$ cat src/rtl/pipe_check_pkg.sv
// pipe_check_pkg: pattern mode encodings and the xorshift step shared by the
// pipe-out checker.
package pipe_check_pkg;
    localparam logic [2:0] PAT_FIXED = 3'd0;
    localparam logic [2:0] PAT_COUNT = 3'd1;
    localparam logic [2:0] PAT_WALK1 = 3'd2;
    localparam logic [2:0] PAT_WALK0 = 3'd3;
    localparam logic [2:0] PAT_LFSR  = 3'd4;
    localparam int XS_A = 13;
    localparam int XS_B = 7;
    localparam int XS_C = 17;

    function automatic logic [63:0] xorshift64(input logic [63:0] s);
        logic [63:0] t;
        t = s ^ (s << XS_A);
        t = t ^ (t >> XS_B);
        return t ^ (t << XS_C);
    endfunction
endpackage

$ cat src/rtl/pattern_gen_w.sv
// pattern_gen_w: runs every pattern state in parallel and muxes the selected
// one out; states advance only when a word is consumed.
module pattern_gen_w
    import pipe_check_pkg::*;
#(
    parameter int          DATA_WIDTH = 32,
    parameter logic [63:0] LFSR_SEED  = 64'h0123_4567_89AB_CDEF
) (
    input  logic                  clk,
    input  logic                  reset,
    input  logic                  enable,
    input  logic                  restart,
    input  logic [2:0]            mode,
    input  logic [DATA_WIDTH-1:0] fixed_i,
    output logic [DATA_WIDTH-1:0] data_o
);
    logic [DATA_WIDTH-1:0] cnt_q, cnt_d, walk_q, walk_d;
    logic [63:0]           lfsr_q, lfsr_d;
    logic                  init;

    assign init = reset || restart;

    // restart wins over a simultaneous advance
    always_comb begin
        cnt_d  = init ? '0 : enable ? cnt_q + DATA_WIDTH'(1) : cnt_q;
        walk_d = init ? DATA_WIDTH'(1)
               : enable ? {walk_q[DATA_WIDTH-2:0], walk_q[DATA_WIDTH-1]} : walk_q;
        lfsr_d = init ? LFSR_SEED : enable ? xorshift64(lfsr_q) : lfsr_q;
        data_o = mode == PAT_FIXED ? fixed_i
               : mode == PAT_COUNT ? cnt_q
               : mode == PAT_WALK1 ? walk_q
               : mode == PAT_WALK0 ? ~walk_q
               : mode == PAT_LFSR  ? lfsr_q[DATA_WIDTH-1:0]
               : '0;
    end

    always_ff @(posedge clk) begin
        cnt_q  <= cnt_d;
        walk_q <= walk_d;
        lfsr_q <= lfsr_d;
    end
endmodule

$ cat src/rtl/pipe_out_check_gen.sv
// pipe_out_check_gen: pipe-out data source with a throttled virtual FIFO level,
// block-ready flag, sticky under/overflow and a read-word counter.
module pipe_out_check_gen
    import pipe_check_pkg::*;
#(
    parameter int          DATA_WIDTH     = 32,
    parameter int          LEVEL_WIDTH    = 16,
    parameter int          READY_THRESH   = 1024,
    parameter int          THROTTLE_WIDTH = 32,
    parameter logic [63:0] LFSR_SEED      = 64'h0123_4567_89AB_CDEF
) (
    input  logic                      clk,
    input  logic                      reset,
    input  logic                      pipe_out_read,
    output logic [DATA_WIDTH-1:0]     pipe_out_data,
    output logic                      pipe_out_ready,
    input  logic                      throttle_set,
    input  logic [THROTTLE_WIDTH-1:0] throttle_val,
    input  logic [DATA_WIDTH-1:0]     fixed_pattern,
    input  logic [2:0]                pattern,
    input  logic                      pattern_restart,
    output logic                      underflow,
    output logic                      overflow,
    output logic [31:0]               word_count,
    output logic [LEVEL_WIDTH-1:0]    level
);
    localparam logic [LEVEL_WIDTH-1:0] LVL_MAX = '1;
    localparam logic [LEVEL_WIDTH-1:0] THRESH  = LEVEL_WIDTH'(READY_THRESH);

    logic [DATA_WIDTH-1:0]     gen_data, data_q, data_d;
    logic [LEVEL_WIDTH-1:0]    level_q, level_d;
    logic [THROTTLE_WIDTH-1:0] thr_q, thr_d;
    logic [31:0]               count_q, count_d;
    logic                      ready_q, ready_d, under_q, under_d, over_q, over_d;
    logic                      wr, full, empty;

    pattern_gen_w #(.DATA_WIDTH(DATA_WIDTH), .LFSR_SEED(LFSR_SEED)) u_gen (
        .clk     (clk),
        .reset   (reset),
        .enable  (pipe_out_read),
        .restart (pattern_restart),
        .mode    (pattern),
        .fixed_i (fixed_pattern),
        .data_o  (gen_data)
    );

    // a simultaneous read and write cancel, so neither flag can set then
    always_comb begin
        wr      = thr_q[0];
        full    = level_q == LVL_MAX;
        empty   = level_q == '0;
        level_d = (pipe_out_read == wr) ? level_q
                : wr ? (full ? level_q : level_q + LEVEL_WIDTH'(1))
                : (empty ? level_q : level_q - LEVEL_WIDTH'(1));
        over_d  = over_q | (wr & ~pipe_out_read & full);
        under_d = under_q | (pipe_out_read & ~wr & empty);
        ready_d = level_q >= THRESH;
        data_d  = pipe_out_read ? gen_data : data_q;
        count_d = count_q + 32'(pipe_out_read);
        thr_d   = throttle_set ? throttle_val : {thr_q[0], thr_q[THROTTLE_WIDTH-1:1]};
    end

    always_ff @(posedge clk) begin
        if (reset) begin
            data_q  <= '0;
            ready_q <= 1'b0;
            under_q <= 1'b0;
            over_q  <= 1'b0;
            count_q <= '0;
            level_q <= '0;
            thr_q   <= throttle_val;
        end else begin
            data_q  <= data_d;
            ready_q <= ready_d;
            under_q <= under_d;
            over_q  <= over_d;
            count_q <= count_d;
            level_q <= level_d;
            thr_q   <= thr_d;
        end
    end

    assign pipe_out_data  = data_q;
    assign pipe_out_ready = ready_q;
    assign underflow      = under_q;
    assign overflow       = over_q;
    assign word_count     = count_q;
    assign level          = level_q;
endmodule
$ cat config.mk
export PLATFORM = sky130hd
export DESIGN_NAME = pipe_out_check_gen
export DESIGN_NICKNAME = d
export VERILOG_FILES = /design/src/rtl/pipe_check_pkg.sv /design/src/rtl/pattern_gen_w.sv /design/src/rtl/pipe_out_check_gen.sv
export SDC_FILE = /design/constraint.sdc
export NUM_CORES = 1
export LEC_CHECK = 0
export CAP_MARGIN = 20
export CELL_PAD_IN_SITES_DETAIL_PLACEMENT = 1
export CELL_PAD_IN_SITES_GLOBAL_PLACEMENT = 1
export CORE_MARGIN = 5
export CORE_UTILIZATION = 44
export CTS_CLUSTER_DIAMETER = 40
export CTS_CLUSTER_SIZE = 16
export DETAILED_ROUTE_END_ITERATION = 10
export PLACE_DENSITY_LB_ADDON = 0.1
export SLEW_MARGIN = 20
export SYNTH_ARGS = -nofsm -noshare
export SYNTH_HDL_FRONTEND = slang
export SYNTH_HIERARCHICAL = 1
export SYNTH_SLANG_ARGS = --single-unit
$ cat constraint.sdc
create_clock -name clk -period 4.15 [get_ports clk]
set_input_delay 0.83 -clock clk [delete_from_list [all_inputs] [get_ports clk]]
set_output_delay 0.83 -clock clk [all_outputs]
set_load 0.01 [all_outputs]
# [After elaboration in Yosys (flattened, before gate mapping)]
# Cells that the tools add are included.
[totals] register_bits=243 input_bits=72 out_inout_bits=83 elab_cells=50
[op_classes] addsub=4 order_cmp=1 eq_ne=8 muxes=10 bitwise=13 n_reduce_logical=4
[ops] operator="2-to-1 mux 32 bit" n=7
[ops] operator="XOR 64 bit" n=2
[ops] operator="XOR 64 x 57 -> 64 bit" n=1
[ops] operator="2-to-1 mux 16 bit" n=3
[ops] operator="adder 32 x 1 -> 32 bit" n=1
[ops] operator="adder 32 x 1 -> 32 bit (second input constant)" n=1
[ops] operator="NOT 32 bit" n=1
[ops] operator="adder 16 x 1 -> 16 bit (second input constant)" n=1
[ops] operator="== test 16 bit (second input constant)" n=1
[ops] operator="greater-or-equal comparator 16 x 11 -> 1 bit (second input constant)" n=1
[ops] operator="zero test 16 bit" n=1
[ops] operator="subtractor 16 x 1 -> 16 bit (second input constant)" n=1
[ops] operator="== test 3 x 2 -> 1 bit (second input constant)" n=2
[ops] operator="bitwise AND 1 bit" n=4
[ops] operator="inequality test 2 bit (second input constant)" n=2
[ops] operator="== test 3 x 1 -> 1 bit (second input constant)" n=1
[ops] operator="== test 3 bit (second input constant)" n=1
[ops] operator="zero test 3 bit" n=1
[ops] operator="NOT 1 bit" n=3
[ops] operator="AND reduction 3 bit" n=1
[ops] operator="OR 1 bit" n=2
[ops] operator="== test 1 bit" n=1
[ops] operator="logical OR 1 bit" n=1

# [Logic depth before layout (Yosys ltp)]
# Gate-level depths: netlist (run 1).
[logic_depth] ltp_word=6 depth_mapped=11 ltp_nobuf=8

# [Hierarchy]
# The synthesis (run 1) kept the hierarchy.
[modules_own_cells] mod="pattern_gen_w" instances=1 cells_each=988 area_per_inst_um2=8755.9 seq_area_each_um2=2562.5
[modules_own_cells] mod="pipe_out_check_gen" instances=1 cells_each=522 area_per_inst_um2=5058.6 seq_area_each_um2=2302.2

# [Worst setup path after synthesis (run 1)]
# Ideal clock, no wire load.
[synth_timing] path_kind="input-to-reg" from="input port pipe_out_read" to="register level_q[9] (netlist: level[9])" setup_ns=0.062 t_arrival_ns=3.084 t_required_ns=4.088 path_slack_ns=1.004 cell_stages=9 n_path_buf=3 path_cell_list="clkbuf_1 clkbuf_1 inv_1 ha_1 or3_4 and2_1 buf_6 or4_1 nand3_1"
[synth_via] elab_chain_len=3
[synth_lines] element="from (decl)" line_no="pipe_out_check_gen.sv:14" rtl="input logic pipe_out_read,"
[synth_lines] element="== test 1 bit" line_no="pipe_out_check_gen.sv:52" rtl="level_d = (pipe_out_read == wr) ? level_q"
[synth_lines] element="NOT 1 bit (no source line)"
[synth_lines] element="AND reduction 3 bit (no source line)"
[synth_lines] element="to (signal assigned)" line_no="pipe_out_check_gen.sv:78" rtl="level_q <= level_d;"
[synth_lines] element="to (decl)" line_no="pipe_out_check_gen.sv:31" rtl="logic [LEVEL_WIDTH-1:0] level_q, level_d;"
# Every way passes these cells.
# A chain may end at the register's enable or synchronous reset.

# [Worst setup path in the final report (run 1)]
[layout_timing] from="register thr_q[0]" to="register level_q[12] (netlist: level[12])"
[layout_via] elab_chain_len=3 elab_cells_between_ends=6 classes_between="eq/ne: 3; mux: 1; bitwise: 1; reduce/logical: 1"
[layout_lines] element="from (decl)" line_no="pipe_out_check_gen.sv:32" rtl="logic [THROTTLE_WIDTH-1:0] thr_q, thr_d;"
[layout_lines] element="from (signal assigned)" line_no="pipe_out_check_gen.sv:71" rtl="thr_q <= throttle_val;"
[layout_lines] element="from (signal assigned)" line_no="pipe_out_check_gen.sv:79" rtl="thr_q <= thr_d;"
[layout_lines] element="== test 1 bit" line_no="pipe_out_check_gen.sv:52"
[layout_lines] element="NOT 1 bit (no source line)"
[layout_lines] element="AND reduction 3 bit (no source line)"
# Parallel ways exist; a longest one is shown, timed or not.

==> metrics.yaml, run 1 <==
outcome:
  outcome: "finished clean"
place:
  dp_hpwl_microns: 29200
  gp_congestion: 0.820
  pre_cts_ws_ns: 1.19
  port_buffers: 154
  dpl.cell_count: 1945
floorplan:
  ioPinCount: 155
  initial_utilization_pct: 44.8
  die_h_microns: 187
  rows: 64
  die_w_microns: 187
  die_area_sq_um: 35000
  coreArea_sq_um: 30800
layout:
  num-nets-final: 1686
  syn2layout_area_growth_pct: 22.9
  final_common_cell: "dfxtp_1"
  final_cell_mix: "243 x dfxtp_1, 187 x nor2_1, 150 x clkdlybuf4s50_1"
  drive_above_1_share_pct: 9.83
  diodes: 0
  fin_cells: 2023
  num-fill-cells: 3452
routing:
  vias_per_cell: 5.72
  drc: 0
  wl_microns: 42400
  num_vias: 11572
  ant_nets: 0
  routedWlPerCell_microns: 20.9
  drt_first_pass_iters: 5
  drtIter0Drc: 588
worst_setup_path:
  critPathMaxFanout: 17
  crit_path_start_kind: "register"
  end_kind: "register"
  cp_num_buf_inv: 1
  crit_required_ns: 4.52
  criticalPathCategory: "register to register"
  path_cells: "inv_2 > ha_1 > nor2b_1 > o31ai_2 > a2111oi_0 > or4_1 > nand3_1 > a21oi_1"
  cp.arrival_ns: 3.13
  cp_slowest_cell: "or4_1"
  cpPeakStageDelay_ns: 0.50
  cp_top_family: "simple AND/OR/NAND/NOR gates"
yosys:
  ys_seq_elements: 243
  ys_seq_area_share_pct: 35.2
  synth_edf_count: 0
  synth_xor_area_share_pct: 19.9
  ys_warn_count: 6
  ys.flop_type: "dfxtp_1"
  synthSimpleGateAreaFrac_pct: 16.8
  syn_inst: 1510
  synth_largest_area_cell: "dfxtp_1"
  synth_top_family_by_area: "XOR/XNOR gates"
  muxShareOfSynthArea_pct: 10.0
  synth_area_per_cell_sq_um: 9.15
  syn_nets: 1602
  synth_compound_area_share_pct: 12.0
  syn_area_sq_um: 13800
  yosys-top-cells-area: "dfxtp_1 35%, mux2i_1 7.4%, xnor3_1 7.2%"
  synth.distinct_cells: 61
  synth_top_area_share_pct: 35.2
  synth_fa_ha_area_share_pct: 1.87
  async_reset_ff_share_pct: 0
global_routing:
  antenna_found_initial: 2
  gr-usage-all-layers_pct: 23.4
  grt_max_degree: 94
  grt_pass1_wl_microns: 67100
  grt_pass1_vias: 11663
  grt_remaining_overflow: 0
clock_network:
  cts_setup_buffers: 0
  holdBufCountCts: 0
  clock-sinks: 243
  path_clk_slew_ns: 0.05
  numCtsBuffers: 43
  clock_latency_ns: 0.53
  cts-htree-levels: 2
  clk_path_buf_depth: 3
  cts.root.buffer_cell: "clkbuf_16"
  cts_resized: 0
  tritoncts: "done"
pwr:
  leakage_uw: 0.00701
  power_density_nw_per_um2: 482
  total_power_uw: 8190
  ir_worst_vdd_mv: 0.282
sta:
  hold_viol: 0
  fin_crit_sh_pct: 66.4
  clock.fmax_mhz: 363
  timing.hold.ws_ns: 0.448
  worst_pin_slew_ns: 1.14
  slew_headroom_pct: 23.9
  finClkSkew_ns: 0.0153
  fin_tns_setup_ns: 0
  fin_ws_ns: 1.39
  rsz0062_at_grt: "no"
  finalSetupViolCount: 0
  min_period_ns: 2.76
  report.final.slew_viol_count: 0
min_path:
  hold_class: "register to register"
job:
  max-cap-violations: 0
## metrics by stage
step | util [%] | area [sq um]
2_1_floorplan | - | 13800
3_3_place_gp | 50.0 | 15400
3_5_place_dp | 50.1 | 15500
4_1_cts | 55.1 | 17000
5_1_grt | 55.1 | 17000
6_report | 55.1 | 17000
## cells by family after synthesis
kind of cell               count (synthesis)
AOI/OAI and AO/OA                        276
adders and majority gates                 20
xor gates and xnor gates                 219
muxes                                    134
buffers and inverters                    144
DFF                                      243
and+or+nand+nor                          474
## Yosys cell counts (32+ instances only)
cell type  instances
dfxtp_1          243
nor2_1           189
a21oi_1          108
mux2i_1          102
nand2_1           99
xnor2_1           94
clkbuf_1          86
o21ai_0           67
xor2_1            66
xnor3_1           44
nand3_1           33
mux2_2            32
## registers in the layout, summed over array words and instances, names as in the netlist, 16 cells and up
name / flops
word_count: 32
u_gen/walk_q: 32
thr_q: 32
u_gen/cnt_q: 32
pipe_out_data: 32
level: 16
u_gen/lfsr_q: 64
## report_power, final
part	total, uW	switching, uW	internal (uW)
Combinational	1800	830	974
Clock	3670	1360	2310
Sequential	2710	225	2490
## worst paths after layout
path / slack (ns) / from / end / cells past startpoint
min reg2reg: 0.45 / thr_q[7] / thr_q[6] / 1
max: 1.39 / thr_q[0] / level[12] / 8
min: 0.45 / thr_q[7] / thr_q[6] / 1
max reg2reg: 1.39 / thr_q[0] / level[12] / 8
## final cells by class
| type | count | area [sq um] | area share, % |
|---|---|---|---|
| repair buffers | 167 | 1650 | 9.72 |
| clock inverters | 30 | 364 | 2.15 |
| inverters | 16 | 60.1 | 0.354 |
| clock buffers | 48 | 1160 | 6.82 |
| well taps | 396 | 495 | 2.92 |
| multi-input cells | 1123 | 8380 | 49.4 |
| flip-flops and latches | 243 | 4860 | 28.7 |
## per-layer routing
metal / vias up / part of all wire [%] / global-route usage [%]
met5: - / 0 / 0
met4: 0 / 1.6 / 4.81
met3: 50 / 5.7 / 4.09
met2: 301 / 45 / 37.4
met1: 5749 / 48 / 33.5
li1: 5472 / - / -
Power figures use the tool's default switching activity.
==> run 2, diff against run 1 <==
--- a/config.mk
+++ b/config.mk
@@ -9,7 +9,7 @@
 export CELL_PAD_IN_SITES_DETAIL_PLACEMENT = 1
 export CELL_PAD_IN_SITES_GLOBAL_PLACEMENT = 1
 export CORE_MARGIN = 5
-export CORE_UTILIZATION = 44
+export CORE_UTILIZATION = 40
 export CTS_CLUSTER_DIAMETER = 40
 export CTS_CLUSTER_SIZE = 16
 export DETAILED_ROUTE_END_ITERATION = 10
==> constraint.sdc (replaced) <==
create_clock -name clk -period 2.5 [get_ports clk]
set_input_delay 0.5 -clock clk [delete_from_list [all_inputs] [get_ports clk]]
set_output_delay 0.5 -clock clk [all_outputs]
set_load 0.01 [all_outputs]
==> run 2 against run 1 <==
Global-route usage is 2.3 points lower. Clock power grew 78%. Sequential share of layout area is 0.80 points lower. Setup slack got worse by 1.2 ns. Cell count rose by 4.7%. Sequential power rose by 65%. Total power is 72% higher. Die area increased by 9.5%. Non-clock buffer count grew 28. Worst hold slack worse by 0.16 ns. Clock-buffer cell count up 11.
==> metrics.yaml, run 2 (synthesis results as in run 1) <==
outcome:
  outcome: "finished clean"
layout:
  num-nets-final: 1718
  drive_above_1_share_pct: 11.7
  largest_reg_flops: 64
  final_cell_mix: "243 x dfxtp_1, 187 x nor2_1, 150 x clkdlybuf4s50_1"
  syn2layout_area_growth_pct: 26.4
  finalCoreUtilization_pct: 50.9
  final_common_cell: "dfxtp_1"
  diodes: 0
  num-fill-cells: 3842
  regMostFlops: "u_gen/lfsr_q"
worst_setup_path:
  criticalPathCategory: "register to register"
  critPathMaxFanout: 17
  cp.arrival_ns: 2.68
  cp_slowest_cell: "or4_1"
  end_kind: "register"
  crit_path_start_kind: "register"
  cpPeakStageDelay_ns: 0.48
  path_cells: "inv_4 > ha_1 > nor2b_1 > o31ai_4 > a2111oi_1 > or4_1 > nand3_1 > a21oi_1"
  crit_required_ns: 2.92
clock_network:
  cts.root.buffer_cell: "clkbuf_16"
  clock-sinks: 243
  cts-htree-levels: 2
  numCtsBuffers: 47
  path_clk_slew_ns: 0.05
  clk_path_buf_depth: 3
  tritoncts: "done"
  clock_latency_ns: 0.57
  holdBufCountCts: 0
sta:
  rsz0062_at_grt: "no"
  min_period_ns: 2.26
  fin_ws_ns: 0.237
  worst_pin_slew_ns: 0.804
  fin_crit_sh_pct: 90.5
  finalSetupViolCount: 0
  report.final.slew_viol_count: 0
  clock.fmax_mhz: 442
  finClkSkew_ns: 0.0251
  slew_headroom_pct: 46.4
  fin_tns_setup_ns: 0
  hold_viol: 0
global_routing:
  gr-usage-all-layers_pct: 21.1
  grt_pass1_wl_microns: 65800
  grt_pass1_vias: 11854
  grt_max_degree: 151
  grt_remaining_overflow: 0
  antenna_found_initial: 0
floorplan:
  coreArea_sq_um: 34300
  initial_utilization_pct: 40.3
  ioPinCount: 155
  die_area_sq_um: 38400
  die_h_microns: 196
  die_w_microns: 196
  rows: 68
routing:
  num_vias: 11292
  drc: 0
  routedWlPerCell_microns: 19.4
  wl_microns: 41100
  vias_per_cell: 5.33
  drtIter0Drc: 398
  drt_first_pass_iters: 5
  ant_nets: 0
place:
  port_buffers: 154
  dp_hpwl_microns: 28700
  gp_congestion: 0.841
  pre_cts_ws_ns: 0.0279
pwr:
  ir_worst_vdd_mv: 0.579
  power_density_nw_per_um2: 806
  leakage_uw: 0.00725
min_path:
  hold_class: "input pin to register"
job:
  max-cap-violations: 0
## run 2: cell count changes in the layout (fill, tap and decap cells not counted), moves of 3 or more
cell      delta
clkinv_2     +4
buf_12       +7
clkbuf_8     +6
clkbuf_1     +3
clkinv_8     -4
buf_4       +22
## run 2: area by class of cell
class                   count  area [sq um]  share of cell area, %
repair buffers            195          1930                   11.0
flip-flops and latches    243          4860                   27.9
well taps                 455           569                   3.26
clock inverters            28           340                   1.95
inverters                  16          62.6                  0.358
clock buffers              59          1300                   7.45
multi-input cells        1123          8390                   48.1
## run 2: report_power, final
group,internal [uW],switching (uW)
clock,4320,2210
sequential,4130,326
combinational,1680,1400
total,10100,3940
## run 2: critical path: cells and delay by family, from the launching register on
family / cells / cell delay (ns)
compound gates: 3 / 0.50
flops: 1 / 0.37
buf+inv: 1 / 0.12
fa+ha+maj: 1 / 0.36
simple gates: 3 / 0.77
## run 2: repair_timing
item,CTS,global route
endpoints found under the setup margin,1,1
setup buffers,0,0
resized for setup,1,2
hold endpoints to repair,0,0
## run 2: per-layer routing
| metal | track usage, % | vias to the layer above | wire length, microns |
|---|---|---|---|
| met1 | 27.3 | 5529 | 18500 |
| met5 | 0 | - | 0 |
| met3 | 3.93 | 47 | 1570 |
| met2 | 36.5 | 168 | 20300 |
| li1 | - | 5548 | - |
| met4 | 5.09 | 0 | 760 |
## run 2: worst paths after layout
path	from	end	slack [ns]	cells past startpoint
setup / recovery	thr_q[0]	level[12]	0.24	8
hold / removal	pipe_out_read	word_count[0]	0.29	3
setup reg to reg	thr_q[0]	level[12]	0.24	8
hold reg to reg	thr_q[3]	thr_q[2]	0.45	1
## run 2: through the flow
| step | cell area, sq um | power (uW) | instances | hold slack (ns) |
|---|---|---|---|---|
| floorplan | 13800 | 6670 | 1510 | 0.433 |
| global placement | 15800 | 7520 | 2032 | 0.437 |
| detailed placement | 15800 | 7600 | 2032 | 0.441 |
| CTS | 17400 | 14200 | 2119 | 0.258 |
| global route | 17500 | 14800 | 2119 | 0.277 |
| finish | 17500 | 14100 | 2119 | 0.291 |
